<file path="src/rtl/dsp19x2_post_accumulator_if.sv">
// rtl/dsp19x2_post_accumulator_if.sv - stream bundle between DSP19X2, post accumulator and downstream
//
// Purpose: groups the input beat (Z1/Z2 plus controls), its handshake, and the
// narrowed output beat with its handshake.
//   slave  : post accumulator side (consumes input beat, produces output beat)
//   master : upstream/downstream side (produces input beat, consumes output beat)
// Signals:
//   in_valid_i / in_ready_o     input beat handshake
//   z1_i, z2_i                  19-bit lane products
//   unsigned_i                  1: unsigned arithmetic, 0: signed
//   load_acc_i, subtract_i      accumulate mode (load wins over subtract)
//   shift_right_i, round_i      output scaling controls
//   out_valid_o / out_ready_i   output beat handshake
//   acc1_out_o, acc2_out_o      19-bit narrowed lane results
//   overflow_o                  per-lane narrowing clamp flag, bit0 = lane 1

interface dsp19x2_post_accumulator_if;
  logic        in_valid_i;
  logic        in_ready_o;
  logic [18:0] z1_i;
  logic [18:0] z2_i;
  logic        unsigned_i;
  logic        load_acc_i;
  logic        subtract_i;
  logic [4:0]  shift_right_i;
  logic        round_i;
  logic        out_valid_o;
  logic        out_ready_i;
  logic [18:0] acc1_out_o;
  logic [18:0] acc2_out_o;
  logic [1:0]  overflow_o;

  modport slave (
    input  in_valid_i, z1_i, z2_i, unsigned_i, load_acc_i, subtract_i,
           shift_right_i, round_i, out_ready_i,
    output in_ready_o, out_valid_o, acc1_out_o, acc2_out_o, overflow_o
  );

  modport master (
    output in_valid_i, z1_i, z2_i, unsigned_i, load_acc_i, subtract_i,
           shift_right_i, round_i, out_ready_i,
    input  in_ready_o, out_valid_o, acc1_out_o, acc2_out_o, overflow_o
  );
endinterface

</file>
<file path="src/rtl/dsp19x2_post_accumulator.sv">
// rtl/dsp19x2_post_accumulator.sv - dual-lane accumulate, shift, round and narrow stage after DSP19X2
//
// Purpose: each lane accumulates its 19-bit product into an ACC_WIDTH-bit
// accumulator (stage 1), then rounds, shifts and narrows the accumulator to
// 19 bits (stage 2). Both lanes share controls and handshake.
// Ports:
//   clk_i   clock, rising edge
//   rst_i   synchronous active-high reset
//   bus     dsp19x2_post_accumulator_if.slave (input beat, output beat)
// Parameters:
//   ACC_WIDTH  accumulator width, 20..48
// Configuration macro:
//   DSP19X2_POST_SATURATE_EN  defined: clamp narrowed result and report OVERFLOW;
//                             undefined: keep low 19 bits, OVERFLOW = 0

module dsp19x2_post_accumulator #(
  parameter int ACC_WIDTH = 32
) (
  input  logic                          clk_i,
  input  logic                          rst_i,
  dsp19x2_post_accumulator_if.slave     bus
);

  localparam int W = ACC_WIDTH;
  localparam logic [W:0] ONE_W1 = {{W{1'b0}}, 1'b1};

  logic           adv;
  logic           accept;

  logic [W-1:0]   acc1_q, acc1_d;
  logic [W-1:0]   acc2_q, acc2_d;
  logic           s1_valid_q;
  logic           s1_uns_q;
  logic           s1_round_q;
  logic [4:0]     s1_shift_q;

  logic           out_valid_q;
  logic [18:0]    acc1_out_q, acc1_out_d;
  logic [18:0]    acc2_out_q, acc2_out_d;

  logic [W:0]     shifted1, shifted2;

  // Sign- or zero-extend a 19-bit product to accumulator width.
  function automatic logic [W-1:0] ext19(input logic [18:0] z, input logic uns);
    if (uns) ext19 = {{(W-19){1'b0}}, z};
    else     ext19 = {{(W-19){z[18]}}, z};
  endfunction

  // Accumulator update; wraps modulo 2^W, load has priority over subtract.
  function automatic logic [W-1:0] acc_next(input logic [W-1:0] acc,
                                            input logic [18:0]  z,
                                            input logic         uns,
                                            input logic         ld,
                                            input logic         sub);
    logic [W-1:0] e;
    e = ext19(z, uns);
    if (ld)       acc_next = e;
    else if (sub) acc_next = acc - e;
    else          acc_next = acc + e;
  endfunction

  // Round-half-up then shift, computed one bit wider than the accumulator so
  // the rounding increment can never wrap the value.
  function automatic logic [W:0] shift_round(input logic [W-1:0] acc,
                                             input logic         uns,
                                             input logic [4:0]   sh,
                                             input logic         rnd);
    logic [W:0]        wide;
    logic [W:0]        rc;
    logic [W:0]        sum;
    logic [W:0]        sh_u;
    logic signed [W:0] sh_s;
    wide = uns ? {1'b0, acc} : {acc[W-1], acc};
    rc   = '0;
    if (rnd && (sh != 5'd0)) rc = ONE_W1 << (sh - 5'd1);
    sum  = wide + rc;
    sh_u = sum >> sh;
    sh_s = $signed(sum) >>> sh;
    if (uns) shift_round = sh_u;
    else     shift_round = sh_s;
  endfunction

`ifdef DSP19X2_POST_SATURATE_EN
  logic [1:0]  ovf_q, ovf_d;

  // Returns {overflow, 19-bit clamped value}.
  function automatic logic [19:0] saturate(input logic [W:0] v, input logic uns);
    if (uns) begin
      // Unsigned values are never negative here; only the upper bound matters.
      if (|v[W:19]) saturate = {1'b1, 19'h7FFFF};
      else          saturate = {1'b0, v[18:0]};
    end else begin
      // Fits in 19 signed bits when every bit from the sign down to bit 18 agrees.
      if ((&v[W:18]) || !(|v[W:18])) saturate = {1'b0, v[18:0]};
      else if (v[W])                 saturate = {1'b1, 19'h40000};
      else                           saturate = {1'b1, 19'h3FFFF};
    end
  endfunction
`endif

  assign adv    = !out_valid_q || bus.out_ready_i;
  assign accept = bus.in_valid_i && adv && !rst_i;

  assign bus.in_ready_o  = adv && !rst_i;
  assign bus.out_valid_o = out_valid_q;
  assign bus.acc1_out_o  = acc1_out_q;
  assign bus.acc2_out_o  = acc2_out_q;

  always_comb begin
    acc1_d = acc1_q;
    acc2_d = acc2_q;
    if (accept) begin
      acc1_d = acc_next(acc1_q, bus.z1_i, bus.unsigned_i, bus.load_acc_i, bus.subtract_i);
      acc2_d = acc_next(acc2_q, bus.z2_i, bus.unsigned_i, bus.load_acc_i, bus.subtract_i);
    end
  end

  // Stage 2 reads the accumulator directly: whenever s1_valid_q is set the
  // accumulator holds exactly the result of the beat that set it.
  always_comb begin
    shifted1 = shift_round(acc1_q, s1_uns_q, s1_shift_q, s1_round_q);
    shifted2 = shift_round(acc2_q, s1_uns_q, s1_shift_q, s1_round_q);
  end

`ifdef DSP19X2_POST_SATURATE_EN
  always_comb begin
    logic [19:0] r1;
    logic [19:0] r2;
    r1 = saturate(shifted1, s1_uns_q);
    r2 = saturate(shifted2, s1_uns_q);
    acc1_out_d = r1[18:0];
    acc2_out_d = r2[18:0];
    ovf_d      = {r2[19], r1[19]};
  end

  always_ff @(posedge clk_i) begin
    if (rst_i) begin
      ovf_q <= 2'b00;
    end else if (adv && s1_valid_q) begin
      ovf_q <= ovf_d;
    end
  end

  assign bus.overflow_o = ovf_q;
`else
  always_comb begin
    acc1_out_d = shifted1[18:0];
    acc2_out_d = shifted2[18:0];
  end

  assign bus.overflow_o = 2'b00;
`endif

  always_ff @(posedge clk_i) begin
    if (rst_i) begin
      acc1_q      <= '0;
      acc2_q      <= '0;
      s1_valid_q  <= 1'b0;
      s1_uns_q    <= 1'b0;
      s1_round_q  <= 1'b0;
      s1_shift_q  <= 5'd0;
      out_valid_q <= 1'b0;
      acc1_out_q  <= 19'd0;
      acc2_out_q  <= 19'd0;
    end else if (adv) begin
      acc1_q      <= acc1_d;
      acc2_q      <= acc2_d;
      s1_valid_q  <= accept;
      if (accept) begin
        s1_uns_q   <= bus.unsigned_i;
        s1_round_q <= bus.round_i;
        s1_shift_q <= bus.shift_right_i;
      end
      out_valid_q <= s1_valid_q;
      if (s1_valid_q) begin
        acc1_out_q <= acc1_out_d;
        acc2_out_q <= acc2_out_d;
      end
    end
  end

endmodule

</file>
<file path="src/flat_wrapper.sv">
// flat-port wrapper written by rule: the top's interface ports become plain ports
module dsp19x2_post_accumulator_flat 
#(
  parameter int ACC_WIDTH = 32
)
  (clk_i, rst_i, bus_in_valid_i, bus_z1_i, bus_z2_i, bus_unsigned_i, bus_load_acc_i, bus_subtract_i, bus_shift_right_i, bus_round_i, bus_out_ready_i, bus_in_ready_o, bus_out_valid_o, bus_acc1_out_o, bus_acc2_out_o, bus_overflow_o);
  dsp19x2_post_accumulator_if bus_i ();
  input  logic clk_i;
  input  logic rst_i;
  input wire logic [$bits(bus_i.in_valid_i)-1:0] bus_in_valid_i;
  input wire logic [$bits(bus_i.z1_i)-1:0] bus_z1_i;
  input wire logic [$bits(bus_i.z2_i)-1:0] bus_z2_i;
  input wire logic [$bits(bus_i.unsigned_i)-1:0] bus_unsigned_i;
  input wire logic [$bits(bus_i.load_acc_i)-1:0] bus_load_acc_i;
  input wire logic [$bits(bus_i.subtract_i)-1:0] bus_subtract_i;
  input wire logic [$bits(bus_i.shift_right_i)-1:0] bus_shift_right_i;
  input wire logic [$bits(bus_i.round_i)-1:0] bus_round_i;
  input wire logic [$bits(bus_i.out_ready_i)-1:0] bus_out_ready_i;
  output wire logic [$bits(bus_i.in_ready_o)-1:0] bus_in_ready_o;
  output wire logic [$bits(bus_i.out_valid_o)-1:0] bus_out_valid_o;
  output wire logic [$bits(bus_i.acc1_out_o)-1:0] bus_acc1_out_o;
  output wire logic [$bits(bus_i.acc2_out_o)-1:0] bus_acc2_out_o;
  output wire logic [$bits(bus_i.overflow_o)-1:0] bus_overflow_o;
  assign bus_i.in_valid_i = bus_in_valid_i;
  assign bus_i.z1_i = bus_z1_i;
  assign bus_i.z2_i = bus_z2_i;
  assign bus_i.unsigned_i = bus_unsigned_i;
  assign bus_i.load_acc_i = bus_load_acc_i;
  assign bus_i.subtract_i = bus_subtract_i;
  assign bus_i.shift_right_i = bus_shift_right_i;
  assign bus_i.round_i = bus_round_i;
  assign bus_i.out_ready_i = bus_out_ready_i;
  assign bus_in_ready_o = bus_i.in_ready_o;
  assign bus_out_valid_o = bus_i.out_valid_o;
  assign bus_acc1_out_o = bus_i.acc1_out_o;
  assign bus_acc2_out_o = bus_i.acc2_out_o;
  assign bus_overflow_o = bus_i.overflow_o;
  dsp19x2_post_accumulator #(.ACC_WIDTH(ACC_WIDTH)) u_core (.clk_i(clk_i), .rst_i(rst_i), .bus(bus_i));
endmodule
</file>
<file path="config.mk">
export PLATFORM = sky130hd
export DESIGN_NAME = dsp19x2_post_accumulator_flat
export DESIGN_NICKNAME = d
export VERILOG_FILES = /design/src/rtl/dsp19x2_post_accumulator_if.sv /design/src/rtl/dsp19x2_post_accumulator.sv /design/src/flat_wrapper.sv
export SDC_FILE = /design/constraint.sdc
export NUM_CORES = 1
export LEC_CHECK = 0
export CAP_MARGIN = 20
export CORE_ASPECT_RATIO = 0.8
export CORE_MARGIN = 5
export CORE_UTILIZATION = 55
export DETAILED_ROUTE_END_ITERATION = 8
export PLACE_DENSITY = 0.74
export SETUP_SLACK_MARGIN = 0.2
export SKIP_CTS_REPAIR_TIMING = 1
export SLEW_MARGIN = 0
export SYNTH_ARGS = -nofsm -noshare
export SYNTH_HDL_FRONTEND = slang
export SYNTH_SLANG_ARGS = --single-unit
</file>
<file path="constraint.sdc">
create_clock -name clk_i -period 7.8 [get_ports clk_i]
set_input_delay 1.95 -clock clk_i [delete_from_list [all_inputs] [get_ports clk_i]]
set_output_delay 1.95 -clock clk_i [all_outputs]
set_load 0.05 [all_outputs]
</file>
Yosys cells after proc, flatten, opt, wreduce, memory -nomap -nowiden
Index checks and enable logic that the tools add are counted.
{ "totals": {"input_bits": 51, "out_inout_bits": 42, "regBits": 111, "word_cells": 44} }
{ "classes": {"shifts": 5, "muxes": 13, "addsub": 7, "n_reduce_logical": 10} }
{ "op_table": {"columns": ["op", "count"], "rows": [
  ["$mux 32", 8],
  ["$mux 33", 3],
  ["$add 33x33->33", 2],
  ["$shr 33x5->19", 2],
  ["$sshr 33x5->19", 2],
  ["$add 32x32->32", 2],
  ["$sub 32x32->32", 2],
  ["$mux 19", 2],
  ["$shl 1x5->33 const A", 1],
  ["$reduce_bool 5->1", 1],
  ["$sub 5x1->5 const B", 1],
  ["$logic_and 1x1->1", 4],
  ["$reduce_and 2->1", 2],
  ["$logic_not 1->1", 2],
  ["$logic_or 1x1->1", 1]
]} }

Longest topological paths before layout
Gate-level depths: netlist (run 1).
{ "logic_depth": {"ltp_word": 8, "mapped_depth": 24, "mapped_depth_nobuf": 20} }

Worst setup path before layout (run 1)
Ideal clock, no wire load.
{ "synth_path": {"path_kind": "input -> register", "from": "in bus_z1_i[12]", "to": "reg u_core.acc1_q[31]", "slack_ns": 1.940, "required_time_ns": 7.714, "setup_time_ns": 0.086, "t_arrival_ns": 5.774, "path_buffers": 1, "cell_stages": 18, "cell_sequence": "nor3_1 nand2_1 or3_1 nor3_1 a21oi_1 a21oi_1 o21a_1 ha_1 clkbuf_1 a21o_1 a21o_1 a21oi_1 o22ai_1 or4b_2 nand2_1 o2111ai_1 o311a_1 a211oi_1"} }
{ "synth_via": {"elab_chain_len": 5, "word_cells_on_any_way": 6, "cone_classes": "add/sub: 2; mux: 4"} }
{ "synth_lines": {"columns": ["element", "line_no", "text"], "rows": [
  ["start, declared", "flat_wrapper.sv:11", "input wire logic [$bits(bus_i.z1_i)-1:0] bus_z1_i;"],
  ["$mux 32 *", "dsp19x2_post_accumulator.sv:45", "if (uns) ext19 = {{(W-19){1'b0}}, z};"],
  ["$mux 32 *", "dsp19x2_post_accumulator.sv:112", "if (accept) begin"],
  ["$add 32x32->32 or $sub 32x32->32 (tied branches)", "dsp19x2_post_accumulator.sv:59, dsp19x2_post_accumulator.sv:58", null],
  ["$mux 32 *", "dsp19x2_post_accumulator.sv:58", "else if (sub) acc_next = acc - e;"],
  ["$mux 32 *", "dsp19x2_post_accumulator.sv:57", "if (ld) acc_next = e;"],
  ["end signal, assigned", "dsp19x2_post_accumulator.sv:156", "acc1_q <= '0;"],
  ["end signal, assigned", "dsp19x2_post_accumulator.sv:166", "acc1_q <= acc1_d;"],
  ["end, declared", "dsp19x2_post_accumulator.sv:30", "logic [W-1:0] acc1_q, acc1_d;"]
]} }
Mark *: on every way between the ends. The rest lies on a longest branch, timed or not. The select of a mux whose other input is x is not followed.
A chain may end at the register's enable or synchronous reset.

Worst setup path in the final report (run 1)
{ "layout_path": {"from": "reg u_core.s1_shift_q[0]", "to": "reg u_core.acc1_out_q[18] (netlist: u_core.bus.acc1_out_o[18])"} }
{ "layout_via": {"elab_chain_len": 6, "word_cells_on_any_way": 9, "cone_classes": "add/sub: 2; shift: 3; mux: 2; reduce/logical: 2"} }
{ "layout_lines": {"columns": ["element", "line_no", "text"], "rows": [
  ["start, declared", "dsp19x2_post_accumulator.sv:35", "logic [4:0] s1_shift_q;"],
  ["start signal, assigned", "dsp19x2_post_accumulator.sv:172", "s1_shift_q <= bus.shift_right_i;"],
  ["$sub 5x1->5 or $reduce_bool 5->1 (tied branches)", "dsp19x2_post_accumulator.sv:75", "if (rnd && (sh != 5'd0)) rc = ONE_W1 << (sh - 5'd1);"],
  ["$shl 1x5->33 or $logic_and 1x1->1 (tied branches)", "dsp19x2_post_accumulator.sv:75", null],
  ["$mux 33", "dsp19x2_post_accumulator.sv:75", null],
  ["$add 33x33->33", "dsp19x2_post_accumulator.sv:76", "sum = wide + rc;"],
  ["$sshr 33x5->19 or $shr 33x5->19 (tied branches)", "dsp19x2_post_accumulator.sv:78, dsp19x2_post_accumulator.sv:77", null],
  ["$mux 19 *", "dsp19x2_post_accumulator.sv:79", "if (uns) shift_round = sh_u;"],
  ["end signal, assigned", "dsp19x2_post_accumulator.sv:176", "acc1_out_q <= acc1_out_d;"],
  ["end, declared", "dsp19x2_post_accumulator.sv:38", "logic [18:0] acc1_out_q, acc1_out_d;"]
]} }
Mark *: on every way between the ends. The rest lies on a longest branch, timed or not.

==> summary.md, run 1 <==
| Metric | Value |
|---|---|
| Status | finished, final reports clean |
| Most frequent CP cell | buf_4 |
| Final hold slack | 0.471 ns |
| Largest family of logic cells by synthesized area | compound AO/OA/AOI/OAI gates |
| Area grow syn2layout | 7.19% |
| Synth Instances | 2483 |
| Detailed router's first-iteration violation count | 3096 |
| Crit path required time | 8.08 ns |
| Initial antenna violation count | 3 |
| Fin crit share | 83.3% |
| Worst EP arrival | 6.77 ns |
| Pwr per Cell Area | 146 nW/um^2 |
| Yosys cell types | 99 |
| Layout cells sized above 1 | 5.96% |
| Synth Register Bits | 111 |
| CP Max Fanout | 54 |
| Worst slew margin | 25.6% |
| Hpwl dp | 55400 um |
| Crit path kind | flop to flop |
| Post-route ant nets | 0 |
| Drt total wl | 72200 um |
| Final-stage net count | 2611 |
| Ys async rst share | 0% |
| Core Util, Final | 59.9% |
| CP max stage delay | 0.92 ns |
| Warnings from Yosys | 0 |
| Row count | 58 |
| Sequential-to-total area share from yosys stat | 12.7% |
| DR DRC count | 0 |
| Final Hold Viols | 0 |
| Multiplexer share of the synthesized area | 7.13% |
| Dpl cell area | 18500 um^2 |
| Setup repair after global routing missed its margin | no |
| GRT overflow | 0 |
| Compound-Gate Fraction of Synth Area | 36.0% |
| Fmax achieved | 154 MHz |
| Crit path cell chain | buf_4, nor2b_1, buf_4, nand2_1, nor2_1, ha_1, a221oi_1, a21oi_1, a31oi_1, nor2_1, o311a_1, and2_1, a2111oi_0, buf_4, or3_1, a311oi_1 |
| Core Area | 31400 um^2 |
| Largest net degree at the start of global routing | 83 |
| Number of diodes | 0 |
| Die Span Y | 170 um |
| Worst-path clk slew | 0.09 ns |
| Die width | 210 um |
| TritonCTS Sinks | 111 |
| CTS tree | yes |
| Mapped cell area | 17500 um^2 |
| PortBufs | 90 |
| H-tree levels | 3 |
| Drt first pass iters | 6 |
| Die area | 35600 um^2 |
| Minimum clock period | 6.50 ns |
| Clock latency on the worst-skew pair | 0.40 ns |
| Delay-heaviest family, CP | compound AO/OA/AOI/OAI gates |
| Max-slew violation count | 0 |
| Gr usage total | 39.0% |
| Design area | 18800 um^2 |
| RD Place Congestion | 1.02 |
| Area share of fa/ha/maj cells after synthesis | 8.56% |
| Vias in the first global route | 18545 |
| Global-route wire length before repair | 110000 um |
| Drt via density | 7.10 |
| Worst setup EP type | flop |
| Syn avg cell area | 7.07 um^2 |
| CP startpoint kind | flop |
| Setup TNS | 0 ns |
| Post-Synth Simple-Gate Area | 22.6% |
| Routed WL per cell | 25.2 um |
| Lkg Pwr | 7.47 nW |
| CP max-delay cell | a2111oi_0 |
| Peak VDD IR | 0.131 mV |
| Tightest Pin Transition | 1.11 ns |
| Maximum buffer depth of the clock tree | 2 |
| Synth Area in XOR/XNOR | 7.37% |
| Num CTS Buffers | 9 |
| Final setup violation count | 0 |
| Number of synthesized flops with an enable pin | 0 |
| Buffers plus inverters on the worst setup path | 3 |
| Max-Cap Viols | 0 |
| Worst Hold Class | flop to flop |
| Initial Util | 55.8% |
| IO Pins | 93 |
| Fin Clk Skew | 0.0138 ns |
| Clk root buf | clkbuf_16 |
| FF-to-FF setup slack | 1.30 ns |
| Synth Flop Type | dfxtp_1 |
| Via count | 20384 |
## final timing paths
check,cells past startpoint,from,end
setup / recovery,16,u_core.s1_shift_q[0],u_core.bus.acc1_out_o[18]
hold / removal,2,u_core.bus.acc2_out_o[7],u_core.bus.acc2_out_o[7]
setup reg to reg,16,u_core.s1_shift_q[0],u_core.bus.acc1_out_o[18]
hold reg to reg,2,u_core.bus.acc2_out_o[7],u_core.bus.acc2_out_o[7]
## flip-flops by register name (all words and copies together) (netlist names)
| register | flops |
|---|---|
| u_core.s1_shift_q | 5 |
| u_core.acc1_q | 32 |
| u_core.acc2_q | 32 |
| u_core.s1_uns_q | 1 |
| u_core.bus.acc1_out_o | 19 |
| u_core.s1_valid_q | 1 |
| u_core.bus.acc2_out_o | 19 |
| u_core.bus.out_valid_o | 1 |
| u_core.s1_round_q | 1 |
## Yosys cell counts (49+ instances only)
master / count / area share, %
nor2_1: 256 / 5.5
a31oi_1: 49 / 1.7
ha_1: 112 / 8.0
inv_1: 59 / 1.3
nand3_1: 69 / 2.0
dfxtp_1: 111 / 13
clkbuf_1: 122 / 2.6
nor3_1: 72 / 2.1
nand2_1: 212 / 4.5
a21o_1: 63 / 2.7
o21ai_0: 178 / 5.1
a21oi_1: 233 / 6.6
a211oi_1: 61 / 2.6
xnor2_1: 105 / 5.2
## kinds of logic (layout without fill, tap and decap cells)
group,after synthesis,after routing
adder cells (fa/ha/maj),118,118
AND/OR/NAND/NOR,828,828
other,1,4
multiplexers,88,88
XOR/XNOR,143,143
flip-flops,111,111
buffers and inverters,245,208
AO/OA/AOI/OAI,949,949
## cell type report
cell class	count	area, um^2
Clock buffer	9	225
Tap cell	420	526
Fill cell	2939	12600
Timing Repair Buffer	127	1170
Clock inverter	7	65.1
Multi-Input combinational cell	2130	14400
Sequential cell	111	2230
Inverter	65	244
## through the flow
stage	power, mW	cells	worst slack [ns]
after floorplan	1.76	2486	1.94
final	2.74	2869	1.30
after CTS	2.69	2869	1.46
after detailed placement	2.19	2853	1.05
after global routing	2.89	2869	1.04
after global placement	2.17	2853	1.11
## power breakdown
group / internal [mW] / switching, mW / total, mW
Combinational: 0.569 / 0.939 / 1.51
Sequential: 0.624 / 0.112 / 0.736
Clock: 0.225 / 0.277 / 0.502
## tightest hold or removal path: stages (launching register included)
cell and delay [ns]:
dfxtp_1 0.33, nand2_1 0.05, o21ai_0 0.06
## routing by layer
layer / wire length (um) / GRT usage (%) / vias up
li1: - / - / 9302
met1: 31300 / 55.5 / 9622
met2: 29300 / 56.8 / 1291
met3: 9100 / 11.8 / 161
met4: 2310 / 11.5 / 8
met5: 111 / 1.33 / -
## layout by cell type (no fill, tap or decap), types with 47 or more instances in the layout
master,netlist,routed
ha_1,112,112
nor2_1,256,256
nand3_1,69,69
xnor2_1,105,105
a31oi_1,49,49
a211oi_1,61,61
a21oi_1,233,233
inv_1,59,59
o211ai_1,47,47
dfxtp_1,111,108
nor3_1,72,72
clkdlybuf4s50_1,0,87
a21o_1,63,63
nand2_1,212,212
o21ai_0,178,178
No activity file was read; power rests on OpenSTA's default activity.
==> run 2: changes to the inputs <==
==> constraint.sdc (replaced) <==
create_clock -name clk_i -period 6.5 [get_ports clk_i]
set_input_delay 1.625 -clock clk_i [delete_from_list [all_inputs] [get_ports clk_i]]
set_output_delay 1.625 -clock clk_i [all_outputs]
set_load 0.05 [all_outputs]
==> summary.md, run 2 (synthesis results as in run 1) <==
| Metric | Value |
|---|---|
| Worst slew margin | 24.8% |
| Clock latency on the worst-skew pair | 0.40 ns |
| Worst-path clk slew | 0.08 ns |
| Commonest cells after routing, fill and taps aside | nor2_1 (256), a21oi_1 (233), nand2_1 (212) |
| Max-slew violation count | 0 |
| Design area | 19000 um^2 |
| H-tree levels | 3 |
| Num CTS Buffers | 9 |
| TritonCTS Sinks | 111 |
| Status | finished, final reports clean |
| Drt first pass iters | 7 |
| Buffers plus inverters on the worst setup path | 2 |
| Post-route ant nets | 0 |
| CP max-delay cell | a211oi_1 |
| Tightest Pin Transition | 1.12 ns |
| Largest net degree at the start of global routing | 130 |
| GRT overflow | 0 |
| Worst Hold Class | flop to flop |
| Met1 GRT Util | 54.6% |
| Detailed router's first-iteration violation count | 3453 |
| Routed WL per cell | 24.5 um |
| Maximum buffer depth of the clock tree | 2 |
| PortBufs | 90 |
| Crit path cell chain | nor3_2, xnor2_1, nand3_1, nor2_1, ha_1, inv_1, fa_1, nand2b_1, a21o_1, a211o_1, o211ai_2, a31oi_1, buf_4, a21oi_1, xor2_1, mux4_2, a211oi_1, o21a_1, nor3_1 |
| Minimum clock period | 6.12 ns |
| Fin Clk Skew | 0.0117 ns |
| Pwr per Cell Area | 172 nW/um^2 |
| CP startpoint kind | flop |
| Row count | 58 |
| DR DRC count | 0 |
| Top Registers | u_core.acc1_q (32), u_core.acc2_q (32) |
| Die area | 35600 um^2 |
| Hpwl dp | 54500 um |
| Post-Layout Cell Count | 2897 |
| Cells after DPL | 2879 |
| Fin crit share | 94.2% |
| Worst setup EP type | flop |
| Core Area | 31400 um^2 |
| Final setup violation count | 0 |
| Drt total wl | 70800 um |
| Clk root buf | clkbuf_16 |
| Final-stage net count | 2637 |
| Setup TNS | 0 ns |
| CTS tree | yes |
| Crit path kind | flop to flop |
| Crit path required time | 6.78 ns |
| Max-Cap Viols | 0 |
| Gr usage total | 38.1% |
| Dpl cell area | 18700 um^2 |
| Peak VDD IR | 0.138 mV |
| Drt via density | 7.08 |
| Setup repair after global routing missed its margin | no |
| Initial Util | 55.8% |
| IO Pins | 93 |
| Delay-heaviest family, CP | compound AO/OA/AOI/OAI gates |
| Leading cell type in the layout, fill and taps excluded | nor2_1 |
| GRT met3 Usage | 11.8% |
| Fmax achieved | 163 MHz |
| Layout cells sized above 1 | 6.91% |
| Die width | 210 um |
| Global-route wire length before repair | 108000 um |
| Worst EP arrival | 6.41 ns |
| Global routing usage on met2 | 54.7% |
| RD Place Congestion | 1.07 |
| Vias in the first global route | 18378 |
| Area grow syn2layout | 8.32% |
| Final Hold Viols | 0 |
| Die Span Y | 170 um |
| CP max stage delay | 0.73 ns |
| Lkg Pwr | 7.59 nW |
| Most used routing layer | met2 |
| CP Max Fanout | 24 |
| Initial antenna violation count | 3 |
| Via count | 20498 |
==> run 2: cell types whose count changed in the layout (fill, tap and decap cells not counted), sizes merged <==
| cell | previous run | this run |
|---|---|---|
| clkbuf | 9 | 12 |
| buf | 40 | 66 |
| clkinv | 5 | 3 |
| inv | 66 | 65 |
| diode | 0 | 2 |
==> run 2: metal layers <==
| layer | vias to the layer above | share of wire, % |
|---|---|---|
| li1 | 9371 | - |
| met1 | 9630 | 43 |
| met2 | 1316 | 40 |
| met3 | 177 | 13 |
| met4 | 4 | 3.6 |
| met5 | - | 0.030 |
==> run 2: cell type report <==
type / count / area, um^2
Multi-Input combinational cell: 2130 / 14400
Fill cell: 3015 / 12400
Sequential cell: 111 / 2230
Timing Repair Buffer: 153 / 1370
Tap cell: 420 / 526
Clock buffer: 12 / 246
Inverter: 65 / 244
Clock inverter: 4 / 30.0
Antenna cell: 2 / 5.00
==> run 2: worst paths after layout <==
path,cells past startpoint,slack [ns],endpoint,from
worst min register to register,2,0.48,u_core.bus.acc1_out_o[0],u_core.bus.acc1_out_o[0]
worst max register to register,19,0.38,u_core.bus.acc1_out_o[14],u_core.s1_shift_q[0]
worst max-delay path,19,0.38,u_core.bus.acc1_out_o[14],u_core.s1_shift_q[0]
worst min-delay path,2,0.48,u_core.bus.acc1_out_o[0],u_core.bus.acc1_out_o[0]
==> run 2: where the power goes <==
part           switching, mW  leakage, nW  internal (mW)
Clock                  0.305        0.134          0.274
Combinational           1.14         6.54          0.694
Sequential             0.117        0.919          0.748
Total                   1.56         7.59           1.72
==> run 2: per-stage QoR <==
step	power [mW]	hold WS, ns	worst slack [ns]	utilization [%]
detailed placement	2.63	0.461	0.237	59.6
floorplan	2.12	0.449	0.858	-
finish	3.28	0.483	0.375	60.5
global placement	2.60	0.456	0.322	59.6
CTS	3.21	0.478	0.631	60.5
global route	3.44	0.504	0.282	60.5
==> run 2: worst min-delay path: stages, from the launching register on <==
cell and delay (ns):
dfxtp_1 0.32, nand2_1 0.06, o31ai_1 0.06
